[config.mk]
export PLATFORM = sky130hd
export DESIGN_NAME = iir_filter_mc
export DESIGN_NICKNAME = d
export VERILOG_FILES = /design/src/rtl/iir_filter_mc.sv
export SDC_FILE = /design/constraint.sdc
export NUM_CORES = 2
export LEC_CHECK = 0
export BUFFER_PORTS_ARGS = -buffer_cell sky130_fd_sc_hd__buf_2
export CAP_MARGIN = 20
export CORE_UTILIZATION = 60
export CTS_CLUSTER_SIZE = 14
export DETAILED_ROUTE_END_ITERATION = 12
export PLACE_DENSITY = 0.77
export SETUP_SLACK_MARGIN = 0.05
export SLEW_MARGIN = 10
export SYNTH_ARGS = -nofsm -noshare
export SYNTH_HDL_FRONTEND = slang
export SYNTH_SLANG_ARGS = --single-unit
[constraint.sdc]
create_clock -name i_CLK -period 14.96 [get_ports i_CLK]
set_input_delay 0.748 -clock i_CLK [delete_from_list [all_inputs] [get_ports i_CLK]]
set_output_delay 0.748 -clock i_CLK [all_outputs]
set_load 0.005 [all_outputs]
[src/rtl/iir_filter_mc.sv]
// Multi-channel direct-form-I IIR filter; one sequential MAC is shared by all channels.
// Optional build macro IIR_SAT_COUNT_EN adds the o_sat_cnt saturation counter port.
module iir_filter_mc #(
    parameter  int DATA_W    = 24,
    parameter  int COEF_W    = 18,
    parameter  int COEF_FRAC = 16,
    parameter  int ORDER     = 4,
    parameter  int NUM_CH    = 2,
    parameter  int ACC_GUARD = 4,
    localparam int CH_W      = (NUM_CH > 1) ? $clog2(NUM_CH) : 1
) (
    input  logic                     i_CLK,
    input  logic                     i_RST,
    input  logic signed [DATA_W-1:0] i_NewSample,
    input  logic                     i_NewSample_valid,
    input  logic [CH_W-1:0]          i_NewSample_ch,
    output logic                     o_sample_ready,
    input  logic                     i_coef_we,
    input  logic [3:0]               i_coef_addr,
    input  logic signed [COEF_W-1:0] i_coef_data,
    output logic                     o_busy,
    output logic signed [DATA_W-1:0] o_result,
    output logic [CH_W-1:0]          o_result_ch,
    output logic                     o_result_valid,
    input  logic                     i_result_ack,
    output logic                     o_ch_err
`ifdef IIR_SAT_COUNT_EN
    ,
    output logic [15:0]              o_sat_cnt
`endif
);

    localparam int NUM_TAPS = 2 * ORDER + 1;
    localparam int PROD_W   = DATA_W + COEF_W;
    localparam int ACC_W    = PROD_W + ACC_GUARD;
    localparam int STEP_W   = $clog2(NUM_TAPS);
    localparam int HIST_W   = (ORDER > 1) ? $clog2(ORDER) : 1;

    localparam logic [STEP_W-1:0] LAST_STEP = STEP_W'(NUM_TAPS - 1);
    localparam logic [STEP_W-1:0] A_BASE    = STEP_W'(ORDER + 1);

    localparam logic signed [COEF_W-1:0] COEF_ONE =
        {{(COEF_W - COEF_FRAC - 1){1'b0}}, 1'b1, {COEF_FRAC{1'b0}}};
    localparam logic signed [ACC_W-1:0] ROUND_BIAS =
        {{(ACC_W - COEF_FRAC){1'b0}}, 1'b1, {(COEF_FRAC - 1){1'b0}}};
    localparam logic signed [DATA_W-1:0] DATA_MAX = {1'b0, {(DATA_W - 1){1'b1}}};
    localparam logic signed [DATA_W-1:0] DATA_MIN = {1'b1, {(DATA_W - 1){1'b0}}};

    typedef enum logic [1:0] {
        S_IDLE,
        S_MAC,
        S_SCALE,
        S_OUT
    } state_t;

    state_t state_q, state_d;

    logic signed [COEF_W-1:0] coef_q [NUM_TAPS];
    logic signed [DATA_W-1:0] x_hist [NUM_CH][ORDER];
    logic signed [DATA_W-1:0] y_hist [NUM_CH][ORDER];

    logic signed [DATA_W-1:0] x_new_q;
    logic [CH_W-1:0]          ch_q;
    logic [STEP_W-1:0]        step_q;
    logic signed [ACC_W-1:0]  acc_q;

    logic                     ch_legal;
    logic [HIST_W-1:0]        hist_idx;
    logic signed [DATA_W-1:0] operand;
    logic signed [PROD_W-1:0] prod;
    logic signed [ACC_W-1:0]  shifted;
    logic                     sat_hi;
    logic                     sat_lo;
    logic                     is_sat;
    logic signed [DATA_W-1:0] result_sat;

    assign ch_legal = int'(i_NewSample_ch) < NUM_CH;

    // State register.
    always_ff @(posedge i_CLK) begin
        if (i_RST) begin
            state_q <= S_IDLE;
        end else begin
            state_q <= state_d;
        end
    end

    always_comb begin
        state_d        = state_q;
        o_sample_ready = 1'b0;
        o_busy         = 1'b1;
        unique case (state_q)
            S_IDLE: begin
                o_sample_ready = 1'b1;
                o_busy         = 1'b0;
                if (i_NewSample_valid && ch_legal) begin
                    state_d = S_MAC;
                end
            end
            S_MAC: begin
                if (step_q == LAST_STEP) begin
                    state_d = S_SCALE;
                end
            end
            S_SCALE: begin
                state_d = S_OUT;
            end
            S_OUT: begin
                if (i_result_ack) begin
                    state_d = S_IDLE;
                end
            end
        endcase
    end

    // Step 0 is the new sample, 1..ORDER walk the x history, ORDER+1..2*ORDER the y history.
    always_comb begin
        hist_idx = HIST_W'(step_q - STEP_W'(1));
        if (step_q >= A_BASE) begin
            hist_idx = HIST_W'(step_q - A_BASE);
        end
        operand = x_new_q;
        if (step_q >= A_BASE) begin
            operand = y_hist[ch_q][hist_idx];
        end else if (step_q != '0) begin
            operand = x_hist[ch_q][hist_idx];
        end
        prod = PROD_W'(coef_q[step_q]) * PROD_W'(operand);
    end

    always_comb begin
        shifted    = acc_q >>> COEF_FRAC;
        sat_hi     = shifted > ACC_W'(DATA_MAX);
        sat_lo     = shifted < ACC_W'(DATA_MIN);
        is_sat     = sat_hi || sat_lo;
        result_sat = shifted[DATA_W-1:0];
        if (sat_hi) begin
            result_sat = DATA_MAX;
        end else if (sat_lo) begin
            result_sat = DATA_MIN;
        end
    end

    // NOTE: every register here is updated with <= so all reads see pre-edge values.
    always_ff @(posedge i_CLK) begin
        if (i_RST) begin
            // NOTE: the history arrays are reset explicitly; a reset must restart every channel from zero.
            for (int c = 0; c < NUM_CH; c++) begin
                for (int k = 0; k < ORDER; k++) begin
                    x_hist[c][k] <= '0;
                    y_hist[c][k] <= '0;
                end
            end
            for (int t = 0; t < NUM_TAPS; t++) begin
                coef_q[t] <= (t == 0) ? COEF_ONE : '0;
            end
            x_new_q        <= '0;
            ch_q           <= '0;
            step_q         <= '0;
            acc_q          <= '0;
            o_result       <= '0;
            o_result_ch    <= '0;
            o_result_valid <= 1'b0;
            o_ch_err       <= 1'b0;
        end else begin
            o_ch_err <= 1'b0;
            unique case (state_q)
                S_IDLE: begin
                    if (i_coef_we && (int'(i_coef_addr) < NUM_TAPS)) begin
                        coef_q[i_coef_addr] <= i_coef_data;
                    end
                    if (i_NewSample_valid) begin
                        if (ch_legal) begin
                            x_new_q <= i_NewSample;
                            ch_q    <= i_NewSample_ch;
                            step_q  <= '0;
                            acc_q   <= ROUND_BIAS;
                        end else begin
                            o_ch_err <= 1'b1;
                        end
                    end
                end
                S_MAC: begin
                    acc_q <= acc_q + ACC_W'(prod);
                    if (step_q != LAST_STEP) begin
                        step_q <= step_q + STEP_W'(1);
                    end
                end
                S_SCALE: begin
                    for (int k = ORDER - 1; k > 0; k--) begin
                        x_hist[ch_q][k] <= x_hist[ch_q][k-1];
                        y_hist[ch_q][k] <= y_hist[ch_q][k-1];
                    end
                    x_hist[ch_q][0] <= x_new_q;
                    y_hist[ch_q][0] <= result_sat;
                    o_result        <= result_sat;
                    o_result_ch     <= ch_q;
                    o_result_valid  <= 1'b1;
                end
                S_OUT: begin
                    if (i_result_ack) begin
                        o_result_valid <= 1'b0;
                    end
                end
            endcase
        end
    end

`ifdef IIR_SAT_COUNT_EN
    always_ff @(posedge i_CLK) begin
        if (i_RST) begin
            o_sat_cnt <= '0;
        end else if ((state_q == S_SCALE) && is_sat && (o_sat_cnt != 16'hFFFF)) begin
            o_sat_cnt <= o_sat_cnt + 16'd1;
        end
    end
`endif

endmodule

### Yosys cells after proc, flatten, opt, wreduce, memory -nomap -nowiden

Memory sizes are Yosys's and may differ from the RTL's. A register that Yosys moved wholly into a read port is not among the register bits.
Cells that the tools add are included.

* $add $sub $neg: 4
* $mul: 1
* divide/modulo/power cells: 0
* $lt $le $gt $ge: 5
* equality and inequality tests: 9
* shift operators: 0
* muxes and demuxes: 48
* bitwise logic cells: 1
* reduce and logical (&&, ||, !) cells: 13

Operators by type and width (number)
* two-way mux 24 bit: 8
* two-way mux 96 bit: 2
* OR reduction 96 bit: 2
* binary-select mux 24 bit (select 2 bit): 2
* one-hot mux 46 bit (2 select lines): 1
* adder 46 x 42 -> 46 bit: 1
* two-way mux 46 bit: 1
* multiplier 18 x 24 -> 42 bit: 1
* greater-than comparator 30 x 24 -> 1 bit, second input constant: 1
* less-than comparator 30 x 24 -> 1 bit, second input constant: 1
* two-way mux 1 bit: 21
* two-way mux 4 bit: 5
* two-way mux 18 bit: 1
* OR reduction 18 bit: 1
* two-way mux 2 bit: 4
* inequality test 2 bit, second input constant: 4
* one-hot mux 2 bit (4 select lines): 1
* one-hot mux 4 bit (2 select lines): 1
* AND reduction 2 bit: 3
* AND reduction 3 bit: 2
* adder 4 x 1 -> 4 bit, second input constant: 1
* == test 2 bit, second input constant: 2
* == test 4 bit, second input constant: 1
* greater-or-equal comparator 4 x 3 -> 1 bit, second input constant: 1
* 11 further kinds: 13

* register bits: 103
* latch bits: 0
* RAM bits: 546
* bits in read-only memories: 0
* memories kept: 3

Memories
* x_hist: depth 2, bits a word 96, rd ports 1, clocked after Yosys merged registers in 1, write ports 2, RTL line 59 `logic signed [DATA_W-1:0] x_hist [NUM_CH][ORDER];`
* y_hist: depth 2, bits a word 96, rd ports 1, clocked after Yosys merged registers in 1, write ports 2, RTL line 60 `logic signed [DATA_W-1:0] y_hist [NUM_CH][ORDER];`
* coef_q: depth 9, bits a word 18, rd ports 1, clocked after Yosys merged registers in 1, write ports 9, RTL line 58 `logic signed [COEF_W-1:0] coef_q [NUM_TAPS];`

### Longest topological paths before layout

* depth in word-level cells: 11
* mapped depth: 39
* gate-level depth less buffers: 33

### Least setup slack after synthesis

No wires, ideal clock.

* kind: register to register
* start: register step_q[0]
* end: register acc_q[40]
* library setup time: 0.117 ns
* arrival time: 8.641 ns
* required time: 14.843 ns
* setup slack: 6.202 ns
* cell stages (with the launch flop): 31
* buffers on the path: 6
* period minus slack after synthesis: 8.758 ns
* cells stage by stage: dfxtp_1 > clkbuf_1 > inv_1 > clkbuf_1 > clkbuf_1 > ha_1 > buf_2 > buf_2 > buf_2 > mux4_2 > a211oi_1 > a21oi_1 > nand2b_1 > inv_1 > fa_1 > fa_1 > fa_1 > fa_1 > fa_1 > fa_1 > ha_1 > ha_1 > nand2_1 > nor2_2 > a21oi_1 > o21ai_1 > a21o_2 > and2_1 > o31a_1 > or3_1 > a32o_1

* cells in the longest elaborated chain, start to end: 11
* elaborated cells on any way between the ends: 17
* those cells by class: 3 x add/sub; 1 x mul; 1 x order compare; 10 x mux; 1 x bitwise; 1 x reduce/logical

Ends and longest elaborated chain
* from (decl): RTL line 64 `logic [STEP_W-1:0] step_q;`
* from (signal assigned): RTL line 186 `step_q <= step_q + STEP_W'(1);`
* greater-or-equal comparator 4 x 3 -> 1 bit / subtractor 2 x 1 -> 2 bit (equally long branches)
* two-way mux 2 bit: RTL line 119 `if (step_q >= A_BASE) begin`
* NOT 2 -> 3 bit (not written as such): RTL line 124, 126
* binary-select mux 24 bit (select 2 bit): RTL line 126 `operand = x_hist[ch_q][hist_idx];`
* two-way mux 24 bit (not written as such) (2 in series): RTL line 126
* two-way mux 24 bit: RTL line 125 `end else if (step_q != '0) begin`
* two-way mux 24 bit (*): RTL line 123 `if (step_q >= A_BASE) begin`
* multiplier 18 x 24 -> 42 bit (*): RTL line 128 `prod = PROD_W'(coef_q[step_q]) * PROD_W'(operand);`
* adder 46 x 42 -> 46 bit (*): RTL line 184 `acc_q <= acc_q + ACC_W'(prod);`
* one-hot mux 46 bit (2 select lines) (*): RTL line 167 `unique case (state_q)`
* to (signal assigned): RTL line 184
* to (decl): RTL line 65 `logic signed [ACC_W-1:0] acc_q;`

Every way passes the cells marked *; elsewhere a longest branch is shown, timed or not. The select of a mux whose other input is x is not followed.
A chain may end at the register's enable or synchronous reset.

==> impl_results.md <==
- RePlAce Congestion: 1.01
- PortBufs: 79
- Antenna Nets Post-Route: 0
- Critical Path RT: 15460 ps
- H-tree depth: 3
- Hold WC Path Type: primary input to flop
- Clock Sinks: 780
- Worst Min Path Start: i_NewSample[0]
- CP endpoint kind: flop
- Kind of start point of the critical path: flop
- Main synth FF type: edfxtp_1
- Final Core Density: 66.5%
- Die X-Extent: 294 µm
- CP Class: flop to flop
- All-Layer GR Usage: 30.1%
- Minimum clock period: 10010 ps
- Synth-to-layout area growth: 8.96%
- F_max: 0.0999 GHz
- Hpwl dp: 84.6 mm
- Mean number of vias per cell: 5.90
- Outcome: completed
- Postcts setup bufs: 0
- Worst reg2reg path endpoint: acc_q[45]
- Synth Instances: 4242
- Clock latency on the worst-skew pair: 660 ps
- Cts hold-fix bufs: 0
- Multi-input gate area: 26600 µm²
- Initial DRC count: 3288
- Unique masters post-synth: 69
- Reg2reg path depth: 25
- Final Hold Fails: 0
- Drt first pass iters: 6
- Yosys top cell area share: 39.3%
- Tcrit/Tclk final: 66.9%
- Flop2flop setup slack: 4950 ps
- # Max-Cap Violations: 0
- Largest net degree at the start of global routing: 119
- Synth top area cells: edfxtp_1 (39%), fa_1 (19%), mux4_2 (7.7%)
- Core area: 84100 µm²
- # DRC: 0
- Vias in the first global route: 34500
- Synth area leader: edfxtp_1
- FF/Latch Area: 22400 µm²
- Avg Cell Area, Syn: 12.1 µm²
- Max FO, Critical Path: 118
- WP data arrival: 10520 ps
- First-pass GRT wire length: 196 mm
- Share of layout cells above drive strength 1: 12.3%
- Final setup viols: 0
- FFs w/ async S/R, synth: 0%
- Hold path endpoint: x_new_q[0]
- Hold Path Stages: 3
- Filler cell count: 6204
- Yosys reg bits: 780
- # resized after CTS: 0
- WL final: 125 mm
- Site Rows: 106
- Yosys Warn Count: 0
- Final Slew Violations: 0
- Sequential fraction of the synthesis area: 43.5%
- Initial antenna violation count: 5
- Post-synth EDFFs: 672
- CTS tree: yes
- Clock Skews: 24.9 ps
- Total congestion overflow: 0
- CTS Buf Count: 83
- Post-synthesis instance area: 51300 µm²
- Count leader, synth: edfxtp_1
- Starting Density: 61.0%
- WL per Instance: 22.4 µm
- Die Y: 294 µm
- Clk pin slew, worst setup/hold paths: 60 ps
- Clk buf depth: 3
- Hold Slack: 336 ps
- Nets: 5050
- Synth top cells by count: edfxtp_1 (672), nor2_1 (616), inv_1 (495)
- Die area: 86700 µm²
- Slew margin rel.: 25.7%
- Tightest Pin Transition: 1110 ps
- Io pins: 81
- Setup TNS: 0 ps
- Root buffer cell: clkbuf_16
- RSZ-0062 raised after global routing: no
- Via count: 32900
## registers in the layout, summed over array words and instances, names as in the netlist, named ones only
register        flops
o_result_valid      1
step_q              4
o_result_ch         1
x_new_q            24
coef_q            288
state_q             2
x_hist            192
acc_q              46
ch_q                1
o_result           24
y_hist            192
## metal layers
| metal | wire, µm | vias up | GRT usage (%) |
|---|---|---|---|
| met2 | 59600 | 1463 | 48.6 |
| met3 | 11100 | 287 | 6.10 |
| met4 | 5560 | 4 | 12.1 |
| met5 | 23 | - | 0 |
| met1 | 48300 | 16800 | 40.3 |
| li1 | - | 14300 | - |
## cell type report
type / count / share of cell area, %
Inverter: 495 / 3.32
Tap cell: 1134 / 2.54
Antenna cell: 2 / 0.00895
Timing Repair Buffer: 142 / 1.65
Multi-Input combinational cell: 2870 / 47.6
Clock inverter: 37 / 0.629
Clock buffer: 117 / 4.27
Sequential cell: 780 / 40.0
## worst max-delay path, cell delays in order, from the launching register on
cell      delay [ps]
dfxtp_4          980
buf_12           600
mux4_2           590
and2_1           170
a211oi_1         280
a21oi_1           70
buf_4            240
nand2b_1         140
inv_1            100
fa_1             630
fa_1            1220
fa_1             580
fa_1             490
fa_1             560
fa_1             420
ha_1             290
ha_1             310
and2_2           210
nand3_1          100
nor2_1           270
nand3_1          140
a21oi_1          340
o211ai_2         260
o31ai_4          280
mux2i_1          210
o21ai_1           70
## layout by cell type, fill, tap and decap left out, types with 17 or more instances in the layout
| cell | Yosys | layout |
|---|---|---|
| nor2_1 | 616 | 615 |
| mux4_2 | 175 | 175 |
| buf_2 | 71 | 79 |
| inv_1 | 495 | 494 |
| buf_4 | 11 | 58 |
| clkbuf_1 | 112 | 19 |
| nor2b_1 | 42 | 41 |
| nand2_1 | 344 | 344 |
| fa_1 | 486 | 486 |
| conb_1 | 1 | 127 |
| and2_1 | 217 | 217 |
| a22oi_1 | 22 | 22 |
| a21oi_1 | 124 | 121 |
| ha_1 | 140 | 139 |
| a21o_1 | 42 | 40 |
| o21ai_0 | 54 | 54 |
| clkbuf_16 | 0 | 86 |
| a21oi_2 | 15 | 17 |
| dfxtp_1 | 108 | 103 |
| o21ai_2 | 11 | 18 |
| and3_1 | 31 | 31 |
| xnor2_1 | 28 | 28 |
| mux2i_1 | 159 | 159 |
| edfxtp_1 | 672 | 672 |
| nand2b_1 | 69 | 66 |
## worst max path at each step
stage               cells after the start  slack, ps        end       from
finish                                 25       4950  acc_q[45]       flop
global route                           25       4520  acc_q[39]       flop
CTS                                    26       5030  acc_q[45]       flop
detailed placement                     26       5050  acc_q[45]       flop
global placement                       26       5220  acc_q[45]       flop
floorplan                              30       6200  acc_q[40]  step_q[0]
## cell families (layout without fill, tap and decap cells)
group	after synthesis	in the layout	share of synthesized area, %
AOI/OAI and AO/OA	355	355	4.51
xor gates and xnor gates	41	41	0.700
adders and majority gates	626	626	22.4
buffers and inverters	718	791	5.75
DFF	780	780	43.5
muxes	345	345	11.0
other	1	129	0.00731
and+or+nand+nor	1376	1376	12.1
## through the flow
| stage | cells | cell area (µm²) | setup WS, ps |
|---|---|---|---|
| 6_report | 5577 | 55900 | 4950 |
| 5_1_grt | 5575 | 55900 | 4520 |
| 4_1_cts | 5572 | 55900 | 5030 |
| 3_5_place_dp | 5418 | 53100 | 5050 |
| 3_3_place_gp | 5418 | 53100 | 5220 |
| 2_1_floorplan | 4368 | 51800 | 6200 |
Power is not shown: default switching activity piles up to over one toggle a cycle in this logic, so the estimate is an artifact.
